**src/rtl/oci_trace_pkg.sv**
```systemverilog
`default_nettype none
// +-----------------------------------------------------------------------------+
// | oci_trace_pkg                                                               |
// | Shared constants and state encoding for the OCI direct-conditional packer. |
// | Rev 1.0                                                                     |
// +-----------------------------------------------------------------------------+
package oci_trace_pkg;

  localparam int CODE_W = 2;
  localparam int SLOTS  = 15;
  localparam int BUF_W  = CODE_W * SLOTS;
  localparam int CNT_W  = 4;

  localparam logic [CODE_W-1:0] CODE_NT  = 2'b10;
  localparam logic [CODE_W-1:0] CODE_TK  = 2'b11;
  localparam logic [CODE_W-1:0] CODE_EXC = 2'b01;

  typedef enum logic [1:0] {
    S_IDLE = 2'd0,
    S_FILL = 2'd1,
    S_HOLD = 2'd2
  } state_t;

endpackage
`default_nettype wire

```
**src/rtl/sramqsys_cpu_oci_frame_reg.sv**
```systemverilog
`default_nettype none
// +-----------------------------------------------------------------------------+
// | sramqsys_cpu_oci_frame_reg                                                  |
// | One-entry valid/ready output register for closed trace frames.             |
// | Rev 1.0                                                                     |
// +-----------------------------------------------------------------------------+
module sramqsys_cpu_oci_frame_reg
  import oci_trace_pkg::*;
(
  input  logic             clk,
  input  logic             reset_n,
  input  logic             i_load,
  input  logic [BUF_W-1:0] i_buf,
  input  logic [CNT_W-1:0] i_cnt,
  input  logic             i_ovf,
  input  logic             i_ready,
  output logic             o_valid,
  output logic [BUF_W-1:0] o_buf,
  output logic [CNT_W-1:0] o_cnt,
  output logic             o_ovf
);

  logic             r_valid;
  logic [BUF_W-1:0] r_buf;
  logic [CNT_W-1:0] r_cnt;
  logic             r_ovf;

  // Payload is cleared on drain so an empty register always reads as zero.
  always_ff @(posedge clk or negedge reset_n) begin
    if (!reset_n) begin
      r_valid <= 1'b0;
      r_buf   <= '0;
      r_cnt   <= '0;
      r_ovf   <= 1'b0;
    end else if (i_load) begin
      r_valid <= 1'b1;
      r_buf   <= i_buf;
      r_cnt   <= i_cnt;
      r_ovf   <= i_ovf;
    end else if (r_valid && i_ready) begin
      r_valid <= 1'b0;
      r_buf   <= '0;
      r_cnt   <= '0;
      r_ovf   <= 1'b0;
    end
  end

  assign o_valid = r_valid;
  assign o_buf   = r_buf;
  assign o_cnt   = r_cnt;
  assign o_ovf   = r_ovf;

endmodule
`default_nettype wire

```
**src/rtl/sramqsys_cpu_oci_dct_packer.sv**
```systemverilog
`default_nettype none
// +-----------------------------------------------------------------------------+
// | sramqsys_cpu_oci_dct_packer                                                 |
// | Packs 2-bit trace codes into 15-slot frames and hands them downstream.     |
// | Rev 1.0                                                                     |
// +-----------------------------------------------------------------------------+
module sramqsys_cpu_oci_dct_packer
  import oci_trace_pkg::*;
(
  input  logic             clk,
  input  logic             reset_n,
  input  logic             trace_en,
  input  logic             br_valid,
  input  logic [CODE_W-1:0] br_code,
  input  logic             flush_req,
  output logic             br_ready,
  output logic [BUF_W-1:0] dct_buffer,
  output logic [CNT_W-1:0] dct_count,
  output logic             frm_valid,
  output logic [BUF_W-1:0] frm_buffer,
  output logic [CNT_W-1:0] frm_count,
  output logic             frm_ovf,
  input  logic             frm_ready
);

  state_t           r_state, w_state_nxt;
  logic [BUF_W-1:0] r_buf, w_buf_nxt, w_base_buf, w_acc_buf, w_ld_buf;
  logic [CNT_W-1:0] r_cnt, w_cnt_nxt, w_base_cnt, w_acc_cnt, w_ld_cnt;
  logic             r_ovf, w_ovf_nxt;
  logic             r_en_q;
  logic             w_active, w_code_ok, w_acc, w_drop, w_close_req, w_close;
  logic             w_slot_free, w_load, w_out_valid;

  // In S_HOLD without frm_ready nothing may move: the accumulator is the pending frame.
  assign w_active    = !((r_state == S_HOLD) && !frm_ready);
  assign w_code_ok   = br_valid && trace_en && (br_code != '0);
  assign w_acc       = w_code_ok && w_active;
  assign w_drop      = w_code_ok && !w_active;
  assign w_close_req = flush_req || (r_en_q && !trace_en);

  always_comb begin
    w_base_buf  = r_buf;
    w_base_cnt  = r_cnt;
    w_slot_free = !w_out_valid || frm_ready;
    w_load      = 1'b0;
    w_ld_buf    = r_buf;
    w_ld_cnt    = r_cnt;
    w_close     = 1'b0;
    w_buf_nxt   = r_buf;
    w_cnt_nxt   = r_cnt;
    w_state_nxt = r_state;
    w_ovf_nxt   = r_ovf | w_drop;

    // Releasing a held frame consumes the output slot; the accumulator restarts empty.
    if ((r_state == S_HOLD) && frm_ready) begin
      w_load      = 1'b1;
      w_base_buf  = '0;
      w_base_cnt  = '0;
      w_slot_free = 1'b0;
    end

    w_acc_buf = w_acc ? {w_base_buf[BUF_W-CODE_W-1:0], br_code} : w_base_buf;
    w_acc_cnt = w_base_cnt + {{(CNT_W-1){1'b0}}, w_acc};

    if (w_active) begin
      w_close = (w_acc_cnt == CNT_W'(SLOTS)) || (w_close_req && (w_acc_cnt != '0));
      if (w_close && w_slot_free) begin
        w_load      = 1'b1;
        w_ld_buf    = w_acc_buf;
        w_ld_cnt    = w_acc_cnt;
        w_buf_nxt   = '0;
        w_cnt_nxt   = '0;
        w_state_nxt = S_IDLE;
      end else if (w_close) begin
        w_buf_nxt   = w_acc_buf;
        w_cnt_nxt   = w_acc_cnt;
        w_state_nxt = S_HOLD;
      end else begin
        w_buf_nxt   = w_acc_buf;
        w_cnt_nxt   = w_acc_cnt;
        w_state_nxt = (w_acc_cnt == '0) ? S_IDLE : S_FILL;
      end
    end

    // A drop coinciding with a load belongs to the following frame.
    if (w_load) begin
      w_ovf_nxt = w_drop;
    end
  end

  always_ff @(posedge clk or negedge reset_n) begin
    if (!reset_n) begin
      r_state <= S_IDLE;
      r_buf   <= '0;
      r_cnt   <= '0;
      r_ovf   <= 1'b0;
      r_en_q  <= 1'b0;
    end else begin
      r_state <= w_state_nxt;
      r_buf   <= w_buf_nxt;
      r_cnt   <= w_cnt_nxt;
      r_ovf   <= w_ovf_nxt;
      r_en_q  <= trace_en;
    end
  end

  sramqsys_cpu_oci_frame_reg u_frame_reg (
    .clk     (clk),
    .reset_n (reset_n),
    .i_load  (w_load),
    .i_buf   (w_ld_buf),
    .i_cnt   (w_ld_cnt),
    .i_ovf   (r_ovf),
    .i_ready (frm_ready),
    .o_valid (w_out_valid),
    .o_buf   (frm_buffer),
    .o_cnt   (frm_count),
    .o_ovf   (frm_ovf)
  );

  // A held frame is already closed, so the live view reads empty.
  assign br_ready   = reset_n && w_active;
  assign dct_buffer = (r_state == S_HOLD) ? '0 : r_buf;
  assign dct_count  = (r_state == S_HOLD) ? '0 : r_cnt;
  assign frm_valid  = w_out_valid;

endmodule
`default_nettype wire
```
**config.mk**
```make
export PLATFORM = sky130hd
export DESIGN_NAME = sramqsys_cpu_oci_dct_packer
export DESIGN_NICKNAME = d
export VERILOG_FILES = /design/src/rtl/oci_trace_pkg.sv /design/src/rtl/sramqsys_cpu_oci_frame_reg.sv /design/src/rtl/sramqsys_cpu_oci_dct_packer.sv
export SDC_FILE = /design/constraint.sdc
export NUM_CORES = 1
export LEC_CHECK = 0
export ABC_AREA = 0
export CAP_MARGIN = 20
export CORE_MARGIN = 1.5
export CORE_UTILIZATION = 40
export DETAILED_ROUTE_END_ITERATION = 8
export PLACE_DENSITY = 0.67
export SLEW_MARGIN = 20
export SYNTH_ARGS = -nofsm -noshare
export SYNTH_HDL_FRONTEND = slang
export SYNTH_SLANG_ARGS = --single-unit
```
**constraint.sdc**
```tcl
create_clock -name clk -period 3.45 [get_ports clk]
set_input_delay 1.035 -clock clk [delete_from_list [all_inputs] [get_ports clk]]
set_output_delay 1.035 -clock clk [all_outputs]
set_load 0.005 [all_outputs]
```
==> impl_metrics.tcl <==
set metrics [dict create \
    hp-class "register to register" \
    utilization_pct 57.2 \
    synthCells 392 \
    hp-start "u_frame_reg.o_ovf" \
    fp.coreArea_um2 9240 \
    r2r_end "u_frame_reg.o_buf[17]" \
    overflow 0 \
    ys_types 50 \
    maxCapViolCount 0 \
    cts_max_path_buffers 2 \
    port_buffers 78 \
    synth.cell_area_um2 3820 \
    grt_util_all_layers_pct 22.5 \
    max_slew_margin_pct 46.1 \
    holdPathEnd "u_frame_reg.o_ovf" \
    firstDrtPassIters 5 \
    hold_viol_final 0 \
    ir_worst_vdd_mv 0.310 \
    drt-initial-drc-count 310 \
    grt_pass1_wl_um 17900 \
    post-dp-hpwl_um 7290 \
    place_inst 607 \
    fin_cells 623 \
    drv_slew 0 \
    required_ns 3.68 \
    ys_ff_latch 74 \
    mostFrequentLayoutCells "76 x clkdlybuf4s50_1, 74 x dfrtp_1, 42 x nand2_1" \
    flow.area_growth_from_synthesis_pct 38.4 \
    initial_utilization_pct 41.3 \
    tritoncts "yes" \
    dieArea_um2 10100 \
    grt_pass1_vias 3509 \
    wire_per_inst_um 17.4 \
    drive_gt1_share_pct 15.2 \
    antennaDiodeCount 0 \
    status "complete, no violations" \
    detail-route-antenna-nets 0 \
    ios 79 \
    grt_start_max_net_pins 64 \
    antenna_found_initial 0 \
    total_leakage_power_uw 0.00222 \
    synth_flop_cell "dfrtp_1" \
    synth_area_per_cell_um2 9.74 \
    nNetsFinal 499 \
    crit_arrival_ns 3.60 \
    seq_area_frac_synth_pct 48.5 \
    place_congestion 0.805 \
    row_count 35 \
    setup.worst_path.class "input port to register" \
    crit-reg2reg-launch "r_state[0]" \
    rsz0062_at_grt "false" \
    rr_worst_depth 10 \
    pre_cts_ws_ns -0.283 \
    syn-num-nets 402 \
    worstSkewPairLatency_ns 0.35 \
    final_common_cell "clkdlybuf4s50_1" \
    clk_pin_slew_ns 0.08 \
    fin_skew_ns 0.0109 \
    critPathMaxFanout 10 \
    numCtsBuffers 9 \
    vias 3534 \
    htreeDepth 3 \
    dpl_cell_area_um2 5040 \
    fin_crit_sh_pct 97.6 \
    setup_viol 0 \
    clkSinkCount 74 \
    finalWorstPathRequiredPeriod_ns 3.37 \
    die_w_um 101 \
    drc_errors 0 \
    reg2reg_slack_ns 0.72 \
    vias_per_cell 5.67 \
    synth_edf_count 0 \
    worstHoldPathCells 1 \
    layout_setup_ws_ns 0.0832 \
    die_height_um 101 \
    powerDensity_nw_per_um2 598 \
    max_slew.worst_pin.slew_ns 0.809 \
    cts_root_buffer "clkbuf_8" \
    cts_setup_buffers 0 \
    fin_area_um2 5290 \
    routed_wirelength_um 10900 \
    ys_warn_count 0 \
    start_kind "input port" \
    fmax_mhz 297 \
    synthArstFlopShare_pct 100 \
    critPathCaptureType "register" \
    num-fill-cells 817 \
]
==> cells by family (layout without fill, tap and decap cells) <==
| logic type | count (synthesis) | count (layout) | share of synthesized area, % |
|---|---|---|---|
| AOI/OAI and AO/OA | 126 | 126 | 25.5 |
| and+or+nand+nor | 145 | 145 | 20.1 |
| buffers and inverters | 45 | 147 | 5.31 |
| adders and majority gates | 2 | 2 | 0.655 |
| DFF | 74 | 74 | 48.5 |
==> final cells by class <==
cell class              instances  area, um^2  area share (%)
repair buffers                121        1180            22.2
clock inverters                 5        62.6            1.18
inverters                      10        37.5           0.710
well taps                     129         161            3.05
clock buffers                  11         141            2.67
multi-input cells             273        1860            35.1
flip-flops and latches         74        1850            35.0
==> sequential cells by signal, summed over array words and instances, names as in the netlist <==
signal	flops
u_frame_reg.o_valid	1
r_buf	30
u_frame_reg.o_cnt	4
r_ovf	1
u_frame_reg.o_ovf	1
r_state	2
r_cnt	4
r_en_q	1
u_frame_reg.o_buf	30
==> repair_timing <==
action | CTS | global route
hold buffers | 0 | 0
pin swaps | 0 | 4
setup endpoints to repair | 1 | 26
gates resized for setup | 1 | 9
==> report_power, final <==
| part | internal, uW | switching (uW) |
|---|---|---|
| logic | 647 | 756 |
| registers | 967 | 101 |
| clock network | 358 | 333 |
| total | 1970 | 1190 |
==> metal layers <==
metal	global-route usage (%)	vias to the layer above	share of wire [%]
met4	7.80	0	1.3
met5	0	-	0
met1	31.5	1735	46
met2	35.7	136	48
li1	-	1649	-
met3	3.54	14	5.0
==> cell usage after synthesis, drive strengths merged (8+ instances only) <==
library cell / count / area [um^2]
a221o: 20 / 200
o221ai: 8 / 70.1
nand3: 25 / 125
clkbuf: 23 / 86.3
a221oi: 18 / 158
nor2: 20 / 75.1
and2: 35 / 219
buf: 12 / 78.8
o211ai: 11 / 87.6
a21oi: 26 / 141
o21ai: 11 / 58.8
inv: 10 / 37.5
nand2: 42 / 158
dfrtp: 74 / 1850
==> worst max path at each step <==
| stage | startpoint | depth (start not counted) | slack (ns) | endpoint |
|---|---|---|---|---|
| after floorplan | frm_ready | 12 | 0.01 | u_frame_reg.o_buf[29] |
| after global placement | br_code[0] | 12 | -0.25 | u_frame_reg.o_buf[11] |
| after detailed placement | frm_ready | 11 | -0.28 | u_frame_reg.o_buf[19] |
| after CTS | br_code[0] | 11 | 0.09 | u_frame_reg.o_cnt[0] |
| after global routing | trace_en | 11 | 0.009 | u_frame_reg.o_buf[13] |
| final | br_code[0] | 11 | 0.08 | u_frame_reg.o_buf[17] |
==> through the flow <==
step	power (uW)	setup TNS (ns)	hold slack [ns]
after floorplan	1810	0	0.480
after global placement	2430	-13.49	0.487
after detailed placement	2450	-15.65	0.497
after CTS	3150	0	0.512
after global routing	3340	0	0.544
final	3160	0	0.518
==> worst max-delay path: stages <==
cell	delay [ns]
clkdlybuf4s50_1	0.42
o211a_1	0.25
nor2b_4	0.14
ha_4	0.18
and4_1	0.18
nor4_4	0.27
buf_4	0.21
nand4_4	0.14
a31o_1	0.27
buf_4	0.19
a221o_1	0.32
Power figures use the tool's default switching activity.
